--- src/rtl/ram_arb_pkg.sv ---
// ram_arb_pkg: definitions shared by the dual-requester RAM arbiter.
//   state_t      - arbiter FSM states (ST_INIT, ST_RUN)
//   REQ_A/REQ_B  - requester IDs, also the encoding of the round-robin pointer
package ram_arb_pkg;

  typedef enum logic {
    ST_INIT,
    ST_RUN
  } state_t;

  localparam logic REQ_A = 1'b0;
  localparam logic REQ_B = 1'b1;

endpackage

--- src/rtl/ram_sp.sv ---
// ram_sp: single-port synchronous RAM, 2**SIZE words of DW bits.
//   clk   - clock
//   sel   - access enable, at most one access per cycle
//   we    - 1 = write dat_i to mem[adr], 0 = read mem[adr] into dat_o
//   adr   - word address
//   dat_i - write data
//   dat_o - registered read data; holds its value when no read occurs
module ram_sp #(
  parameter int SIZE = 5,
  parameter int DW   = 64
) (
  input  logic            clk,
  input  logic            sel,
  input  logic            we,
  input  logic [SIZE-1:0] adr,
  input  logic [DW-1:0]   dat_i,
  output logic [DW-1:0]   dat_o
);

  logic [DW-1:0] mem [2**SIZE];

  always_ff @(posedge clk) begin
    if (sel) begin
      if (we) mem[adr] <= dat_i;
      else    dat_o    <= mem[adr];
    end
  end

endmodule

--- src/rtl/ram_port_arbiter.sv ---
// ram_port_arbiter: two requesters (A, B) sharing one single-port RAM with
// round-robin arbitration and single-cycle combinational grant.
//   clk, rst_n              - clock, synchronous active-low reset
//   req_x, we_x, adr_x,     - request, write enable, address and write data
//   wdat_x                    of requester x (held stable until gnt_x)
//   gnt_x                   - access accepted this cycle (combinational)
//   rvalid_x                - rdat valid for x, one cycle after a read grant
//   rdat                    - shared read data
//   init_done               - RAM initialised, arbitration enabled
// Build option: define RAM_ARB_INIT_EN to zero-fill the RAM after reset
// (INIT state, one word per cycle) before arbitration starts.
module ram_port_arbiter #(
  parameter int SIZE = 5,
  parameter int DW   = 64
) (
  input  logic            clk,
  input  logic            rst_n,
  input  logic            req_a,
  input  logic            req_b,
  input  logic            we_a,
  input  logic            we_b,
  input  logic [SIZE-1:0] adr_a,
  input  logic [SIZE-1:0] adr_b,
  input  logic [DW-1:0]   wdat_a,
  input  logic [DW-1:0]   wdat_b,
  output logic            gnt_a,
  output logic            gnt_b,
  output logic            rvalid_a,
  output logic            rvalid_b,
  output logic [DW-1:0]   rdat,
  output logic            init_done
);

  import ram_arb_pkg::*;

  state_t          state, state_nxt;
  logic            rr_last;
  logic            rv_a, rv_b;
  logic            sel, we;
  logic [SIZE-1:0] adr;
  logic [DW-1:0]   dat_i;
`ifdef RAM_ARB_INIT_EN
  logic [SIZE-1:0] cnt;
`endif

  always_ff @(posedge clk) begin
    if (!rst_n) begin
`ifdef RAM_ARB_INIT_EN
      state <= ST_INIT;
`else
      state <= ST_RUN;
`endif
      rr_last <= REQ_B;
      rv_a    <= 1'b0;
      rv_b    <= 1'b0;
    end else begin
      state <= state_nxt;
      if (gnt_a)      rr_last <= REQ_A;
      else if (gnt_b) rr_last <= REQ_B;
      rv_a <= gnt_a & ~we_a;
      rv_b <= gnt_b & ~we_b;
    end
  end

`ifdef RAM_ARB_INIT_EN
  always_ff @(posedge clk) begin
    if (!rst_n)                 cnt <= '0;
    else if (state == ST_INIT)  cnt <= cnt + SIZE'(1);
  end
`endif

  // Everything is gated by rst_n so that, with the reset being synchronous,
  // no grant, RAM access or rvalid leaks out during a reset cycle. Without
  // the init option the register already holds ST_RUN, so the first cycle
  // with rst_n=1 is a RUN cycle.
  always_comb begin
    state_nxt = state;
    gnt_a     = 1'b0;
    gnt_b     = 1'b0;
    sel       = 1'b0;
    we        = 1'b0;
    adr       = '0;
    dat_i     = '0;
    if (rst_n) begin
      case (state)
        ST_INIT: begin
`ifdef RAM_ARB_INIT_EN
          sel   = 1'b1;
          we    = 1'b1;
          adr   = cnt;
          if (cnt == '1) state_nxt = ST_RUN;
`endif
        end
        ST_RUN: begin
          // On contention the requester not granted most recently wins.
          if (req_a && (!req_b || rr_last == REQ_B)) gnt_a = 1'b1;
          else if (req_b)                            gnt_b = 1'b1;
          sel   = gnt_a | gnt_b;
          we    = gnt_a ? we_a   : we_b;
          adr   = gnt_a ? adr_a  : adr_b;
          dat_i = gnt_a ? wdat_a : wdat_b;
        end
      endcase
    end
  end

  assign rvalid_a  = rv_a & rst_n;
  assign rvalid_b  = rv_b & rst_n;
  assign init_done = rst_n && (state == ST_RUN);

  ram_sp #(
    .SIZE (SIZE),
    .DW   (DW)
  ) u_ram (
    .clk   (clk),
    .sel   (sel),
    .we    (we),
    .adr   (adr),
    .dat_i (dat_i),
    .dat_o (rdat)
  );

endmodule

--- config.mk ---
export PLATFORM = sky130hd
export DESIGN_NAME = ram_port_arbiter
export DESIGN_NICKNAME = d
export VERILOG_FILES = /design/src/rtl/ram_arb_pkg.sv /design/src/rtl/ram_sp.sv /design/src/rtl/ram_port_arbiter.sv
export SDC_FILE = /design/constraint.sdc
export NUM_CORES = 2
export LEC_CHECK = 0
export BUFFER_PORTS_ARGS = -buffer_cell sky130_fd_sc_hd__buf_2
export CAP_MARGIN = 30
export CORE_UTILIZATION = 45
export CTS_BUF_LIST = sky130_fd_sc_hd__clkbuf_4
export DETAILED_ROUTE_END_ITERATION = 12
export SYNTH_ARGS = -nofsm -noshare
export SYNTH_HDL_FRONTEND = slang
export SYNTH_SLANG_ARGS = --single-unit
--- constraint.sdc ---
create_clock -name clk -period 6.5 [get_ports clk]
set_input_delay 0.325 -clock clk [delete_from_list [all_inputs] [get_ports clk]]
set_output_delay 0.325 -clock clk [all_outputs]
set_load 0.02 [all_outputs]
# After elaboration in Yosys (flattened, before gate mapping)
# Memory sizes are Yosys's and may differ from the RTL's. A register that Yosys moved wholly into a read port is not among the register bits.
# Cells that the tools add are included.
# totals
ff_bits,3
latchBits,0
mem_bits_rw,2048
mem_bits_ro,0
in_bits,144
output_inout_bits,69
word_cells,36
mem_count,1
# op_classes
addsub,0
mul,0
n_div,0
order_cmp,0
n_eq_ne,0
shifts,0
mux,19
bitwise,8
reduce_logical,5
# mem_list
name,words,width,rd,rd_clocked_by_memory_dff,write_ports,line,rtl
u_ram.mem,32,64,1,1,1,ram_sp.sv:20,logic [DW-1:0] mem [2**SIZE];
# ops
operator,n
2-to-1 mux 64 bit,2
2-to-1 mux 1 bit,15
2-to-1 mux 5 bit,2
AND 1 bit,4
NOT 1 bit,3
AND reduction 2 bit,1
nonzero test 2 bit,1
logical AND 1 bit,1
logical NOT 1 bit,1
logical OR 1 bit,1
OR 1 bit,1

# Depth between registers and ports, before layout
# depth
ltp_word,10
ltp_mapped,12
ltp_nobuf,7

# Cells and area by module
# Synthesis repeated with hierarchy kept, for this count alone.
# unflattened
cells_unflattened,4389
area_unflattened_um2,81120.3
# by_module_without_submodules
module,n_inst,cells_per_inst,area_each_um2,seq_area_each_um2
ram_sp,1,4139,79521.3,63420.8
ram_port_arbiter,1,250,1599.0,60.1

# Worst setup path after synthesis
# Ideal clock, no wire load.
# synth_path
path_kind,input to register
from,in req_b
to,mem u_ram.mem[11][0] (enable)
setup_ps,487
t_arrival_ps,4522
required_time_ps,6013
slack_ps,1491
stages,9
n_path_buf,4
cell_sequence,nor2b_1 > buf_2 > nor2_4 > buf_4 > mux2i_1 > buf_2 > buf_2 > nand2_1 > nor2_1
# synth_between
elab_chain_cells,10
elab_cells_between_ends,17
cone_classes,mux: 13; bitwise: 1; reduce/logical: 3
# synth_lines
item,line,rtl
"start, declared",ram_port_arbiter.sv:19,"input logic req_b,"
logical NOT 1 bit,ram_port_arbiter.sv:96,if (req_a && (!req_b || rr_last == REQ_B)) gnt_a = 1'b1;
logical OR 1 bit,ram_port_arbiter.sv:96,
logical AND 1 bit,ram_port_arbiter.sv:96,
2-to-1 mux 1 bit,ram_port_arbiter.sv:96,
2-to-1 mux 1 bit,ram_port_arbiter.sv:84,if (rst_n) begin
2-to-1 mux 1 bit,ram_port_arbiter.sv:99,we = gnt_a ? we_a : we_b;
2-to-1 mux 1 bit,ram_port_arbiter.sv:84,
2-to-1 mux 1 bit,ram_sp.sv:24,if (we) mem[adr] <= dat_i;
2-to-1 mux 1 bit,ram_sp.sv:23,if (sel) begin
2-to-1 mux 1 bit (implied by the code),ram_sp.sv:24,
"end, declared",ram_sp.sv:20,
# Several ways; a longest one is shown, not always the timed one. The select of a mux whose other input is x is not followed.

# Final worst setup path
# layout_path
from,reg rr_last
to,mem u_ram.mem[27][55] (enable)
# layout_between
elab_chain_cells,9
elab_cells_between_ends,15
cone_classes,mux: 12; bitwise: 1; reduce/logical: 2
# layout_lines
item,line,rtl
"start, declared",ram_port_arbiter.sv:37,logic rr_last;
"start signal, assigned",ram_port_arbiter.sv:53,rr_last <= REQ_B;
"start signal, assigned",ram_port_arbiter.sv:58,if (gnt_a) rr_last <= REQ_A;
"start signal, assigned",ram_port_arbiter.sv:59,else if (gnt_b) rr_last <= REQ_B;
logical OR 1 bit (*),ram_port_arbiter.sv:96,
logical AND 1 bit (*),ram_port_arbiter.sv:96,
2-to-1 mux 1 bit,ram_port_arbiter.sv:96,
2-to-1 mux 1 bit,ram_port_arbiter.sv:84,
2-to-1 mux 1 bit,ram_port_arbiter.sv:99,
2-to-1 mux 1 bit,ram_port_arbiter.sv:84,
2-to-1 mux 1 bit,ram_sp.sv:24,
2-to-1 mux 1 bit,ram_sp.sv:23,
2-to-1 mux 1 bit (implied by the code),ram_sp.sv:24,
# Every way passes the cells marked *; elsewhere a longest branch is shown, timed or not. The select of a mux whose other input is x is not followed.

==> reports/results.ini <==
[run_status]
outcome = finished clean

[layout]
final_common_cell = edfxtp_1
syn_to_final_growth_pct = 17.57
multi_input_area_um2 = 17040
most-common-layout-cells = 2112 x edfxtp_1, 782 x clkbuf_4, 341 x mux2i_1, 311 x nand2_1, 212 x buf_2
fillers = 14092
regArea_um2 = 63480
final_cells = 7845
layout.nets = 5290
drive_gt1_share_pct = 28.28

[synthesis]
synth_area_per_cell_um2 = 18.77
synth_cell_type_count = 58
synth_compound_area_share_pct = 6.706
synth-seq-cells = 2115
synthArstFlopShare_pct = 0
synth_edf_count = 2112
ys_seq_area_share_pct = 78.40
synth-xor-area-share_pct = 0
synth_area_um2 = 80980
yosys.area_share.simple_pct = 3.217
yosysTopAreaCellShare_pct = 78.32
synth_area_leader_cell = edfxtp_1
ys_top_cells_by_area = edfxtp_1 78%, mux4_2 5.5%, mux2i_1 4.2%, a221oi_1 1.5%, nand2_1 1.5%
synth_cells = 4314
yosys_warnings = 0
ys.flop_type = edfxtp_1
yosys-mux-area-fraction_pct = 9.830
yosys.area_share.adder_pct = 0
synth_top_family_by_area = multiplexers
synth_fp_nets = 4458

[detailed_routing]
via_count = 47006
drc = 0
dr.pass1.iters = 8
routedWlPerCell_um = 29.34
via_per_inst = 5.992
drt-initial-drc-count = 5308
drtAntennaViolNets = 0
finalWirelength_um = 230100

[floorplan]
start_util_pct = 45.34
die_area_um2 = 181600
die_h_um = 426.2
num_rows = 155
ios = 213
die_x_um = 426.2
fp.coreArea_um2 = 178600

[critical_path]
cp-end-kind = register
cp.required_ns = 7.44
path_class = register to register
path_max_fanout = 41
worst_setup_path_start_kind = register
cp_data_arrival_time_ns = 5.77

[clocking]
cts.clk_slew.worst_paths_ns = 0.07
cts_resized = 0
cts_tree = yes
clock-sinks = 2115
htree_levels = 6
worstSkewPairLatency_ns = 1.33
root_buffer = clkbuf_4
cts_made_buffers = 554
clockBufferDepth = 4

[pwr]
p_total_w = 0.02835
p_leak_nw = 31.84
power.density_nw_per_um2 = 297.8
vdd_drop_max_v = 0.0001929

[sta]
slew_violations = 0
period_needed_ns = 4.830
skew_ns = 0.08680
setup_viol = 0
finalHoldViolCount = 0
rsz0062_at_grt = no
max_freq_ghz = 0.2071
tns_ns = 0
min_period_over_period_pct = 74.30
slew_headroom_pct = 29.64
tightest_slew_ns = 1.053

[grt]
grt_pass1_wl_um = 328700
grt_overflow = 0
grt_max_degree = 129
antenna_found_initial = 14
grt_pass1_vias = 47195
grt_usage_pct = 25.17

[place]
dp.cells = 6747
dp_hpwl_um = 123800
place_congestion = 0.8408
io_buffers = 212

[job]
maxCapViolations = 0

[hold_path]
hold_class = input port to register

[final timing paths]
check                    from                end  slack, ns  cells after the start
max reg2reg           rr_last  u_ram.mem[27][55]       1.67                      7
min reg2reg  u_ram.mem[8][21]    u_ram.dat_o[21]       0.74                      3
max                   rr_last  u_ram.mem[27][55]       1.67                      7
min                 wdat_b[1]   u_ram.mem[31][1]       0.13                      4
[flip-flops by register name, indices dropped and copies added, names as in the netlist]
register and cells:
rr_last 1, u_ram.mem 2048, rv_b 1, rv_a 1, u_ram.dat_o 64
[Yosys cell counts, drive strengths merged, types with 5 or more instances]
cell	number
nand2	314
inv	6
a32oi	15
clkbuf	133
nand3	74
a211oi	56
o21ai	148
mux4	199
a22oi	127
and2	9
nor3	5
a221oi	141
edfxtp	2112
a21oi	95
nor4	28
and3	59
o211ai	26
nand4	34
nor2	42
buf	146
mux2i	343
o22ai	99
a31oi	66
[area by class of cell]
type	count	share of cell area [%]
inverters	6	0.02628
repair buffers	555	5.404
clock buffers	782	6.166
flip-flops and latches	2115	66.68
diodes	5	0.01314
well taps	2355	3.095
clock inverters	113	0.7202
multi-input cells	1914	17.90
[kinds of logic after synthesis]
kind of cell / Yosys count
AO/OA/AOI/OAI: 796
flip-flops: 2115
multiplexers: 546
AND/OR/NAND/NOR: 572
buffers and inverters: 285
[repair_timing]
action | 4_1_cts | 5_1_grt
buffers inserted | 0 | 0
hold endpoints to repair | 2133 | 0
hold buffers | 192 | 0
[layer usage]
| metal | wire length, µm | share of wire, % | vias to the layer above | GRT usage [%] |
|---|---|---|---|---|
| li1 | - | - | 19837 | - |
| met3 | 17610 | 7.7 | 373 | 5.018 |
| met2 | 115100 | 50 | 2384 | 41.82 |
| met4 | 6515 | 2.8 | 4 | 8.710 |
| met1 | 90920 | 40 | 24408 | 33.09 |
| met5 | 25 | 0.011 | - | 0 |
[worst max-delay path, cell delays in order (launching register included)]
cell and delay (ns):
dfxtp_1 0.37, nor2b_1 0.17, nor2_4 0.81, buf_4 0.68, mux2i_4 0.34, nand2_1 0.47
nor2_4 0.94, buf_4 0.58
[where the power goes]
part           switching (W)  internal [W]  total [W]  leakage [nW]
combinational        0.00134      0.000724    0.00206          9.42
sequential         0.0000414        0.0152     0.0152          18.5
clock                0.00523       0.00585     0.0111          3.95
total                0.00661        0.0217     0.0284          31.8
[per-stage QoR]
step	util [%]	hold slack, ns	cell area, µm²	setup WS (ns)
floorplan	-	0.4018	80980	1.491
global placement	48.09	0.5203	85900	1.579
detailed placement	48.23	0.5217	86150	1.495
CTS	53.21	0.0009501	95040	1.684
global route	53.30	0.06498	95200	1.525
finish	53.30	0.1335	95210	1.670
Power figures use the tool's default switching activity.
